<file path="src/rtl/fde_sequencer.sv">
// rtl/fde_sequencer.sv - multi-cycle fetch/decode/execute/memory/writeback control sequencer
module fde_sequencer #(
  parameter int OP_W    = 4,
  parameter int TIMEOUT = 16,
  parameter int CNT_W   = 16
) (
  input  logic             clk,
  input  logic             reset,
  input  logic             en,
  input  logic [OP_W-1:0]  op,
  input  logic             immed_in,
  input  logic             flag_eq,
  input  logic             flag_lt,
  input  logic             flag_gt,
  input  logic             mem_ready,
  output logic             fetch,
  output logic             decode,
  output logic             execute,
  output logic             memory,
  output logic             writeback,
  output logic             mem_en,
  output logic             read_write,
  output logic             ir_en,
  output logic             pc_en,
  output logic             pc_sel,
  output logic             w_en,
  output logic             write_sel,
  output logic [OP_W-1:0]  alu_func,
  output logic             immed_sel,
  output logic             flag_en,
  output logic             busy,
  output logic             err,
  output logic [CNT_W-1:0] retired
);

  localparam int WAIT_W = $clog2(TIMEOUT);
  localparam logic [WAIT_W-1:0] WAIT_LAST = WAIT_W'(TIMEOUT - 1);

  localparam logic [OP_W-1:0] OP_JMP = OP_W'(0);
  localparam logic [OP_W-1:0] OP_ADD = OP_W'(1);
  localparam logic [OP_W-1:0] OP_LD  = OP_W'(8);
  localparam logic [OP_W-1:0] OP_ST  = OP_W'(9);
  localparam logic [OP_W-1:0] OP_MOV = OP_W'(10);
  localparam logic [OP_W-1:0] OP_BE  = OP_W'(11);
  localparam logic [OP_W-1:0] OP_BNE = OP_W'(12);
  localparam logic [OP_W-1:0] OP_BLT = OP_W'(13);
  localparam logic [OP_W-1:0] OP_BGT = OP_W'(14);
  localparam logic [OP_W-1:0] OP_CMP = OP_W'(15);
  localparam logic [OP_W-1:0] OP_MAX = OP_W'(15);

  typedef enum logic [2:0] {
    S_IDLE,
    S_FETCH,
    S_DECODE,
    S_EXECUTE,
    S_MEMORY,
    S_WRITEBACK,
    S_ERROR
  } state_t;

  state_t             r_state;
  state_t             w_next_state;
  logic [WAIT_W-1:0]  r_wait;
  logic [OP_W-1:0]    r_op_q;
  logic               r_imm_q;
  logic [CNT_W-1:0]   r_retired;

  logic               w_illegal;
  logic               w_timeout;
  logic               w_is_ld;
  logic               w_is_st;
  logic               w_writes_reg;
  logic               w_taken;

  // Codes above 4'hF only exist when the opcode field is wider than 4 bits.
  assign w_illegal    = (OP_W > 4) && (op > OP_MAX);
  assign w_timeout    = (r_wait == WAIT_LAST);
  assign w_is_ld      = (r_op_q == OP_LD);
  assign w_is_st      = (r_op_q == OP_ST);
  assign w_writes_reg = ((r_op_q >= OP_ADD) && (r_op_q <= OP_LD)) || (r_op_q == OP_MOV);
  assign retired      = r_retired;

  // Branch resolution from the flag register for the latched opcode.
  always_comb begin
    w_taken = 1'b0;
    case (r_op_q)
      OP_JMP:  w_taken = 1'b1;
      OP_BE:   w_taken = flag_eq;
      OP_BNE:  w_taken = ~flag_eq;
      OP_BLT:  w_taken = flag_lt;
      OP_BGT:  w_taken = flag_gt;
      default: w_taken = 1'b0;
    endcase
  end

  // State register.
  always_ff @(posedge clk or negedge reset) begin
    if (!reset) begin
      r_state <= S_IDLE;
    end else begin
      r_state <= w_next_state;
    end
  end

  // Memory wait counter: counts stalled cycles, cleared whenever the state changes.
  always_ff @(posedge clk or negedge reset) begin
    if (!reset) begin
      r_wait <= '0;
    end else if (w_next_state != r_state) begin
      r_wait <= '0;
    end else if ((r_state == S_FETCH) || (r_state == S_MEMORY)) begin
      r_wait <= r_wait + 1'b1;
    end
  end

  // Instruction fields are latched in DECODE so outputs never follow op directly.
  always_ff @(posedge clk or negedge reset) begin
    if (!reset) begin
      r_op_q  <= '0;
      r_imm_q <= 1'b0;
    end else if (r_state == S_DECODE) begin
      r_op_q  <= op;
      r_imm_q <= immed_in;
    end
  end

  // Retired-instruction counter, wraps naturally on overflow.
  always_ff @(posedge clk or negedge reset) begin
    if (!reset) begin
      r_retired <= '0;
    end else if (r_state == S_WRITEBACK) begin
      r_retired <= r_retired + 1'b1;
    end
  end

  // Next-state and control strobe decode.
  always_comb begin
    w_next_state = r_state;
    fetch        = 1'b0;
    decode       = 1'b0;
    execute      = 1'b0;
    memory       = 1'b0;
    writeback    = 1'b0;
    mem_en       = 1'b0;
    read_write   = 1'b1;
    ir_en        = 1'b0;
    pc_en        = 1'b0;
    pc_sel       = 1'b0;
    w_en         = 1'b0;
    write_sel    = 1'b0;
    alu_func     = '0;
    immed_sel    = 1'b0;
    flag_en      = 1'b0;
    busy         = 1'b0;
    err          = 1'b0;
    case (r_state)
      S_IDLE: begin
        if (en) w_next_state = S_FETCH;
      end
      S_FETCH: begin
        fetch  = 1'b1;
        mem_en = 1'b1;
        busy   = 1'b1;
        if (mem_ready) begin
          ir_en        = 1'b1;
          pc_en        = 1'b1;
          w_next_state = S_DECODE;
        end else if (w_timeout) begin
          w_next_state = S_ERROR;
        end
      end
      S_DECODE: begin
        decode       = 1'b1;
        busy         = 1'b1;
        w_next_state = w_illegal ? S_ERROR : S_EXECUTE;
      end
      S_EXECUTE: begin
        execute      = 1'b1;
        busy         = 1'b1;
        alu_func     = r_op_q;
        immed_sel    = r_imm_q;
        flag_en      = (r_op_q == OP_CMP);
        w_next_state = (w_is_ld || w_is_st) ? S_MEMORY : S_WRITEBACK;
      end
      S_MEMORY: begin
        memory     = 1'b1;
        mem_en     = 1'b1;
        busy       = 1'b1;
        alu_func   = r_op_q;
        read_write = ~w_is_st;
        if (mem_ready) begin
          w_next_state = S_WRITEBACK;
        end else if (w_timeout) begin
          w_next_state = S_ERROR;
        end
      end
      S_WRITEBACK: begin
        writeback    = 1'b1;
        busy         = 1'b1;
        alu_func     = r_op_q;
        w_en         = w_writes_reg;
        write_sel    = w_is_ld;
        pc_en        = w_taken;
        pc_sel       = w_taken;
        w_next_state = en ? S_FETCH : S_IDLE;
      end
      S_ERROR: begin
        err = 1'b1;
      end
      default: begin
        w_next_state = S_ERROR;
      end
    endcase
  end

endmodule
</file>
<file path="config.mk">
export PLATFORM = sky130hd
export DESIGN_NAME = fde_sequencer
export DESIGN_NICKNAME = d
export VERILOG_FILES = /design/src/rtl/fde_sequencer.sv
export SDC_FILE = /design/constraint.sdc
export NUM_CORES = 1
export LEC_CHECK = 0
export ABC_AREA = 1
export CAP_MARGIN = 0
export CORE_MARGIN = 2
export CORE_UTILIZATION = 30
export CTS_BUF_LIST = sky130_fd_sc_hd__clkbuf_4 sky130_fd_sc_hd__clkbuf_8
export DETAILED_ROUTE_END_ITERATION = 8
export DONT_BUFFER_PORTS = 1
export SLEW_MARGIN = 0
export SYNTH_ARGS = -nofsm -noshare
export SYNTH_HDL_FRONTEND = slang
export SYNTH_SLANG_ARGS = --single-unit
export TNS_END_PERCENT = 50
</file>
<file path="constraint.sdc">
create_clock -name clk -period 1.7 [get_ports clk]
set_input_delay 0.34 -clock clk [delete_from_list [all_inputs] [get_ports clk]]
set_output_delay 0.34 -clock clk [all_outputs]
set_load 0.01 [all_outputs]
</file>
==> results of run 1 <==
## state kept, by name, indices dropped and copies added (netlist names)
name,cells
r_op_q,4
r_wait,4
retired,16
r_imm_q,1
r_state,3
## final cells by class
cell class	count	area [um2]	area share [%]
clock buffers	3	41.3	2.04
inverters	27	115	5.70
multi-input cells	132	852	42.2
repair buffers	25	215	10.7
repair inverters	1	5.00	0.248
well taps	70	87.6	4.33
flip-flops and latches	28	704	34.9
## layer usage
layer  global-route usage (%)  vias up  part of all wire [%]
met2                     21.7       60                    51
li1                         -      662                     -
met1                     15.5      640                    41
met5                        0        -                     0
met4                     4.64        0                  0.99
met3                     2.79        4                   6.7
## cells in the mapped netlist
master    number
ha_1           2
nor3_4         2
nand3_2        2
nor3b_1        2
nor2_4         3
nor2_2         2
xor2_1        10
buf_6          1
nand3_1       13
a21oi_1        6
o211ai_1       1
o21ai_1        1
nor3_1         4
o21ai_0        5
clkinv_1       1
nand2_1       41
nand4_2        1
nor4_1         1
mux2_2         1
nand2_4        2
nand2_2        1
a31oi_1        1
nor2_1        17
inv_1         23
nand4_1        5
inv_2          1
buf_4          1
dfrtp_1       28
nand3_4        2
inv_4          2
xnor2_1        7
## worst max path at each step
stage,start,to
2_1_floorplan,r_state[0]$_DFF_PN0_,flag_en
3_3_place_gp,r_state[0]$_DFF_PN0_,flag_en
3_5_place_dp,r_state[0]$_DFF_PN0_,flag_en
4_1_cts,r_state[1]$_DFF_PN0_,flag_en
5_1_grt,r_op_q[1]$_DFFE_PN0P_,pc_en
6_report,r_op_q[1]$_DFFE_PN0P_,pc_en
## power by group through the flow
stage               sequential (uW)  combinational [uW]  clock, uW
finish                         1040                1650        350
global route                   1060                1810        395
CTS                            1020                1520        366
detailed placement             1040                1310          0
global placement               1030                1310          0
floorplan                       972                1000          0
## timing repair
action                     CTS  global route
pin swaps                    0             5
gates resized for setup     12            16
buffers inserted             5             3
cloned                       0             1
setup endpoints to repair   15            19
hold endpoints to repair    28             0
hold buffers                 2             0
## cells by family (layout without fill, tap and decap cells)
logic type / Yosys count / in the layout
adders and majority gates: 2 / 2
AOI/OAI and AO/OA: 14 / 14
buffers and inverters: 29 / 56
DFF: 28 / 28
xor gates and xnor gates: 17 / 17
muxes: 1 / 1
and+or+nand+nor: 98 / 98
## through the flow
| stage | util (%) | std cells | TNS [ns] | area [um2] |
|---|---|---|---|---|
| detailed placement | 35.0 | 272 | 0 | 1800 |
| floorplan | - | 189 | 0 | 1620 |
| global route | 39.3 | 286 | -0.277 | 2020 |
| CTS | 37.9 | 282 | -0.0397 | 1950 |
| finish | 39.3 | 286 | -0.0109 | 2020 |
| global placement | 35.0 | 272 | 0 | 1800 |
## critical path, stage by stage (launching register included)
cell,delay (ns)
dfrtp_1,0.41
buf_4,0.15
nand3_1,0.09
o211ai_1,0.10
nand3_1,0.11
nand3_2,0.07
nand2_2,0.09
o21ai_2,0.08
==> metrics.txt, run 1 <==
status finished with violations; violated checks negative setup slack; fin crit share 101%; Worst EP arrival 1.37 ns; number of diodes 0; pwr/cell area 1500 nW/um2; Worst Hold Class in2reg; sequential area share after synthesis a little over two fifths; per-cell routed wire length approximately 13 um; die height 77.4 um; fin crit period 1.71 ns; post-synthesis compound-gate area fraction under 10%; Setup violations, final 1; core region area between 5000 and 6000 um2; vias in the first global route 1347; Worst setup EP type output port; Root Buffer Master clkbuf_8; Setup crit start kind flop; adder-cell share of the synthesized area 1.55%; Mapped Cells approximately 190; first-pass GRT wire length 6.13 mm; Area contributors post-synth dfrtp_1, nand2_1, xor2_1, inv_1, nand3_1; clock slew at reported path FFs 0.09 ns; clock sink count 28; Worst slew margin 80.0%; worst slew pin tran around 0.30 ns; simple-gate area share of the yosys netlist 32.8%; routed wire length 3.83 mm; Final Skew 0.00335 ns; number of synthesized register bits 28; drt first pass iters 4; Syn Std Cell Area 1620 um2; DR vias 1366; H-tree depth 1; clock power share 11.5%; Design Power 3040 uW; routability cong. between 0.8 and 0.9; Slew Viols, Final 0; commonest non-fill, non-tap cell in the layout nand2_1; Leak 0.00100 uW; Initial Util between 30% and 40%; drc violations 0; Nets around 230; Initial DRC Count 67; Internal 1630 uW; Port Buffer Count 0; Hold Fails Final Rpt 0; HP Start immed_in; crit-path max FO 3; Crit Path Class reg2out; Area Overhead vs Synth 25.1%; via/cell ratio about 4.8; fillers around 540; reg-to-reg critical path startpoint r_state[1]$_DFF_PN0_; Hold Path Stages 2; max-cap violation count 0; RSZ-0062 raised after global routing true; Clock Latency Late Sink 0.27 ns; die width 77.4 um; post-DP HPWL around 2.8 mm; Global Route Usage Sum 12.6%; number of antenna violations at the first check in global routing 0; WP data required 1.36 ns; syn avg cell area approximately 8.5 um2; sequential share of power roughly a third; Yosys cell types 31; num ports 48; die area 5990 um2; hold path endpoint r_imm_q$_DFFE_PN0P_; Synth Net Count 203; maximum clock rate between 500 and 600 MHz; CTS tree yes; sw power roughly 1400 uW; CTS Buf Count 3; Peak VDD IR 0.000572 V; worst-case clock buffer depth 2; R2R cell count 8; Setup WS post-layout -0.0109 ns; FF-to-FF End retired[15]$_DFFE_PN0P_; most frequent cells in the layout nand2_1, dfrtp_1, buf_4, inv_1, nor2_1; reg2reg setup slack about 0.1 ns; post-synthesis mux area share 0.697%; grt total ovfl 0; largest net degree at the start of global routing 29; share of post-route cells with drive strength above 1 32.4%; Synth area leader dfrtp_1; post-route ant nets 0; Post-Synth XOR/XNOR Area slightly above 9%; hold slack 0.195 ns; Yosys top cell area share between 40% and 50%; synth warn 0; Sw Share 46.4%; pre-CTS setup slack roughly 0.055 ns; largest family of logic cells by synthesized area simple AND/OR/NAND/NOR gates; Row Count 26; combinational power share 54.2%
(Power assumes the default switching activity.)
==> run 2: changes to the inputs <==
==> constraint.sdc (replaced) <==
create_clock -name clk -period 1.4 [get_ports clk]
set_input_delay 0.28 -clock clk [delete_from_list [all_inputs] [get_ports clk]]
set_output_delay 0.28 -clock clk [all_outputs]
set_load 0.01 [all_outputs]
==> metrics.txt, run 2 (synthesis gave the netlist of run 1 again) <==
Worst EP arrival 1.36 ns (was 1.37 ns); Initial DRC Count 22 (was 67); flip-flop count of the largest register after layout 16 (unchanged); CP max-delay cell dfrtp_2 (was dfrtp_1); WP data required 1.12 ns (was 1.36 ns); CP Launch Point r_state[1]$_DFF_PN0_ (was r_op_q[1]$_DFFE_PN0P_); clock sink count 28 (unchanged); reg-to-reg critical path startpoint r_state[2]$_DFF_PN0_ (was r_state[1]$_DFF_PN0_); Worst Hold Class in2reg (unchanged); commonest non-fill, non-tap cell in the layout buf_4 (was nand2_1); number of diodes 0 (unchanged); fin crit share 117%; Root Buffer Master clkbuf_8 (unchanged); Initial Util 31.4% (unchanged); num ports 48 (unchanged); CP bufs+invs 2 (was 1); post-route ant nets 0 (unchanged); Clock Latency Late Sink 0.27 ns (about the same); vias in the first global route 1565 (was 1347); worst slew pin tran 0.304 ns (was 0.299 ns); detailed route wirelength on metal2 2.28 mm (was 1.95 mm); drt first pass iters 4 (unchanged); top cell family by delay on the critical path flip-flops (unchanged); H-tree depth 1 (unchanged); Global Route Usage Sum 14.7% (was 12.6%); core region area 5140 um2 (unchanged); Port Buffer Count 0 (unchanged); Setup crit start kind flop (unchanged); Slew Viols, Final 0 (unchanged); first-pass GRT wire length 7.19 mm (was 6.13 mm); CP cell instances clkinv_4 > buf_6 > a21oi_4 > nand3_4 (was buf_4 > nand3_1 > o211ai_1 > nand3_1 > nand3_2 > nand2_2 > o21ai_2); clock slew at reported path FFs 0.09 ns (about the same); grt total ovfl 0 (unchanged); Crit Path Class reg2out (unchanged); Hold Fails Final Rpt 0 (unchanged); most frequent cells in the layout buf_4, nand2_1, dfrtp_1, inv_1, buf_6 (was nand2_1, dfrtp_1, buf_4, inv_1, nor2_1); largest net degree at the start of global routing 29 (unchanged); Critical Path Max Stage Delay 0.45 ns (was 0.41 ns); Area Overhead vs Synth 55.4% (was 25.1%); pre-CTS setup slack -0.0994 ns (was 0.0555 ns); Leak 0.00128 uW (was 0.00100 uW); number of antenna violations at the first check in global routing 0 (unchanged); Row Count 26 (unchanged); die width 77.4 um (unchanged); die area 5990 um2 (unchanged); fin crit period 1.64 ns; HP Start immed_in (unchanged); worst-case clock buffer depth 2 (unchanged); Nets 276 (was 232); Setup violations, final 29 (was 1); post-DP HPWL 3.06 mm (was 2.75 mm); M1 WL 1.81 mm (was 1.59 mm); Worst slew margin 79.7% (was 80.0%); routed wire length 4.34 mm (was 3.83 mm); max-cap violation count 0 (unchanged); status finished with violations (unchanged); pwr/cell area 1920 nW/um2 (was 1500 nW/um2); Worst setup EP type output port (unchanged); Design Power 4810 uW (was 3040 uW); Setup WS post-layout -0.242 ns (was -0.0109 ns); drc violations 0 (unchanged); setup TNS -4.73 ns (was -0.0109 ns); violated checks negative setup slack (unchanged); DR top layer met4 (unchanged); met3 WL 210 um (was 257 um); DR vias 1502 (was 1366); share of post-route cells with drive strength above 1 49.8% (was 32.4%); hold slack 0.116 ns (was 0.195 ns); routability cong. 0.771 (was 0.821); via/cell ratio 4.54 (was 4.78); maximum clock rate 609 MHz; RSZ-0062 raised after global routing true (unchanged); CTS tree yes (unchanged); Peak VDD IR 0.000699 V (was 0.000572 V); Final Skew 0.00193 ns (was 0.00335 ns); CTS Buf Count 3 (unchanged); die height 77.4 um (unchanged); cell area after layout 2510 um2 (was 2020 um2); DP Area 2100 um2 (was 1800 um2); per-cell routed wire length 13.1 um (was 13.4 um); crit-path max FO 6 (was 3)
run 2: worst paths after layout:
kind                                           end  slack, ns  cells after the start
setup / recovery                              busy      -0.24                      4
hold / removal                 r_imm_q$_DFFE_PN0P_       0.12                      2
setup reg to reg             r_wait[3]$_DFFE_PN0P_      -0.17                      8
hold reg to reg                r_imm_q$_DFFE_PN0P_       0.50                      2
max in group asynchronous     r_state[2]$_DFF_PN0_       0.79                      2
min in group asynchronous  retired[12]$_DFFE_PN0P_       0.43                      2
run 2: through the flow:
step	std cells	util (%)
6_report	331	48.8
5_1_grt	331	48.8
4_1_cts	326	46.4
3_5_place_dp	312	40.8
3_3_place_gp	312	40.8
2_1_floorplan	189	-
run 2: layer usage:
metal  vias up  track usage, %
met5         -               0
met4         0            2.86
met3         4            3.72
met2        33            26.5
met1       715            17.7
li1        750               -
run 2: cell type report:
class	instances	area (um2)
fillers	524	2630
multi-input cells	132	967
flip-flops and latches	28	704
repair buffers	70	586
inverters	27	110
well taps	70	87.6
clock buffers	4	55.1
run 2: where the power goes:
part	internal [uW]	switching [uW]	leakage, uW
Sequential	1000	224	0.000367
Combinational	1490	1590	0.000884
Clock	252	248	0.0000288
Total	2740	2070	0.00128
run 2: repair_timing:
action	in CTS	in global routing
endpoints found under the setup margin	31	39
buffers inserted	7	5
hold endpoints to repair	28	0
gates cloned	1	0
gates resized for setup	43	24
hold buffers	2	0
pin swaps	3	12
==> run 3: changes to the inputs <==
--- a/config.mk
+++ b/config.mk
@@ -8,7 +8,7 @@
 export ABC_AREA = 1
 export CAP_MARGIN = 0
 export CORE_MARGIN = 2
-export CORE_UTILIZATION = 30
+export CORE_UTILIZATION = 40
 export CTS_BUF_LIST = sky130_fd_sc_hd__clkbuf_4 sky130_fd_sc_hd__clkbuf_8
 export DETAILED_ROUTE_END_ITERATION = 8
 export DONT_BUFFER_PORTS = 1
==> metrics.txt, run 3 (synthesis gave the netlist of run 1 again) <==
largest net degree at the start of global routing 29 (unchanged); WP data required 1.12 ns (about the same); fin crit share 120% (was 117%); Worst EP arrival 1.40 ns (was 1.36 ns); core region area 3940 um2 (was 5140 um2); Crit Path Class reg2out (unchanged); worst-case clock buffer depth 2 (unchanged); via/cell ratio 4.93 (was 4.54); max-cap violation count 0 (unchanged); H-tree depth 1 (unchanged); first-pass GRT wire length 6.18 mm (was 7.19 mm); flip-flop count of the largest register after layout 16 (unchanged); post-route ant nets 0 (unchanged); vias in the first global route 1374 (was 1565); Leak 0.00124 uW (was 0.00128 uW); Critical Path Max Stage Delay 0.51 ns (was 0.45 ns); Design Power 4910 uW (was 4810 uW); Hold Fails Final Rpt 0 (unchanged); die width 67.5 um (was 77.4 um); Port Buffer Count 0 (unchanged); Area Overhead vs Synth 51.4% (was 55.4%); CP cell instances nand2_4 > nor2_4 > nand3_1 > nor3_2 > buf_4 (was clkinv_4 > buf_6 > a21oi_4 > nand3_4); worst slew pin tran 0.314 ns (was 0.304 ns); die height 67.5 um (was 77.4 um); routability cong. 0.855 (was 0.771); fin crit period 1.68 ns (was 1.64 ns); DR vias 1498 (was 1502); clock slew at reported path FFs 0.10 ns (was 0.09 ns); post-DP HPWL 2.84 mm (was 3.06 mm); pwr/cell area 2010 nW/um2 (was 1920 nW/um2); die area 4560 um2 (was 5990 um2); Setup WS post-layout -0.276 ns (was -0.242 ns); drt first pass iters 4 (unchanged); Nets 269 (was 276); clock sink count 28 (unchanged); num ports 48 (unchanged); pre-CTS setup slack -0.0991 ns (was -0.0994 ns); Initial Util 41.0% (was 31.4%); most frequent cells in the layout buf_4, nand2_1, dfrtp_1, inv_1, nand3_1 (was buf_4, nand2_1, dfrtp_1, inv_1, buf_6); Clock Latency Late Sink 0.28 ns (was 0.27 ns); Worst Hold Class in2reg (unchanged); violated checks negative setup slack (unchanged); Root Buffer Master clkbuf_8 (unchanged); share of post-route cells with drive strength above 1 46.1% (was 49.8%); commonest non-fill, non-tap cell in the layout buf_4 (unchanged); maximum clock rate 597 MHz (was 609 MHz); Worst setup EP type output port (unchanged); RSZ-0062 raised after global routing true (unchanged); Setup crit start kind flop (unchanged); status finished with violations (unchanged); Row Count 23 (was 26); drc violations 0 (unchanged); Final Skew 0.00628 ns (was 0.00193 ns); Slew Viols, Final 0 (unchanged); number of diodes 0 (unchanged); Peak VDD IR 0.000673 V (was 0.000699 V); routed wire length 4.23 mm (was 4.34 mm); Global Route Usage Sum 18.3% (was 14.7%); CP max-delay cell dfrtp_2 (unchanged); CTS Buf Count 3 (unchanged); Worst slew margin 79.0% (was 79.7%); per-cell routed wire length 13.9 um (was 13.1 um); crit-path max FO 6 (unchanged); Setup violations, final 33 (was 29); CTS tree yes (unchanged); number of antenna violations at the first check in global routing 0 (unchanged); grt total ovfl 0 (unchanged); Initial DRC Count 71 (was 22)
==> run 3: power by group <==
group	leakage [uW]	internal, uW	total, uW	switching [uW]
logic	0.000838	1450	3020	1570
registers	0.000368	1000	1240	236
clock network	0.0000357	383	652	268
total	0.00124	2840	4910	2070
==> run 3: cell type report <==
type / count / area [um2]
multi-input cells: 132 / 955
repair buffers: 63 / 534
well taps: 50 / 62.6
flip-flops and latches: 28 / 703
fillers: 336 / 1500
clock buffers: 3 / 41.3
clock inverters: 1 / 30.0
inverters: 27 / 119
==> run 3: path summary, 6_finish.rpt <==
check / start / end / slack (ns) / cells past startpoint
max reg2reg: r_state[1]$_DFF_PN0_ / r_wait[2]$_DFFE_PN0P_ / -0.20 / 9
max: r_state[0]$_DFF_PN0_ / flag_en / -0.28 / 5
min in group asynchronous: reset / retired[15]$_DFFE_PN0P_ / 0.42 / 2
min reg2reg: r_imm_q$_DFFE_PN0P_ / r_imm_q$_DFFE_PN0P_ / 0.52 / 2
max in group asynchronous: reset / r_state[0]$_DFF_PN0_ / 0.81 / 2
min: immed_in / r_imm_q$_DFFE_PN0P_ / 0.11 / 2
==> run 3: per-stage QoR <==
step	setup TNS, ns	hold slack, ns	std cells	utilization (%)	area (um2)
after floorplan	-0.0147	-0.0156	189	-	1620
after global placement	-0.544	-0.0145	285	51.5	2030
after detailed placement	-0.667	-0.0146	285	51.5	2030
after CTS	-3.76	0.107	296	58.0	2290
after global routing	-8.73	0.107	304	62.0	2440
final	-5.93	0.107	304	62.0	2440
==> run 3: metal layers <==
metal | part of all wire [%] | track usage [%] | routed length, um | vias up
met4 | 3.0 | 6.89 | 128 | 0
li1 | - | - | - | 738
met2 | 48 | 29.9 | 2050 | 54
met5 | 0 | 0 | 0 | -
met1 | 41 | 23.5 | 1740 | 694
met3 | 7.4 | 4.17 | 315 | 12
==> run 3: what timing repair did <==
action	in CTS	in global routing
endpoints found under the hold margin	28	0
setup endpoints to repair	27	34
setup buffers	5	8
resized for setup	37	23
hold buffers	2	0
pin swaps	6	8
==> run 3: critical path: cells and delay by family, from the launching register on <==
family        cells  cell delay, ns
buf+inv           1            0.14
flops             1            0.51
simple gates      4            0.46
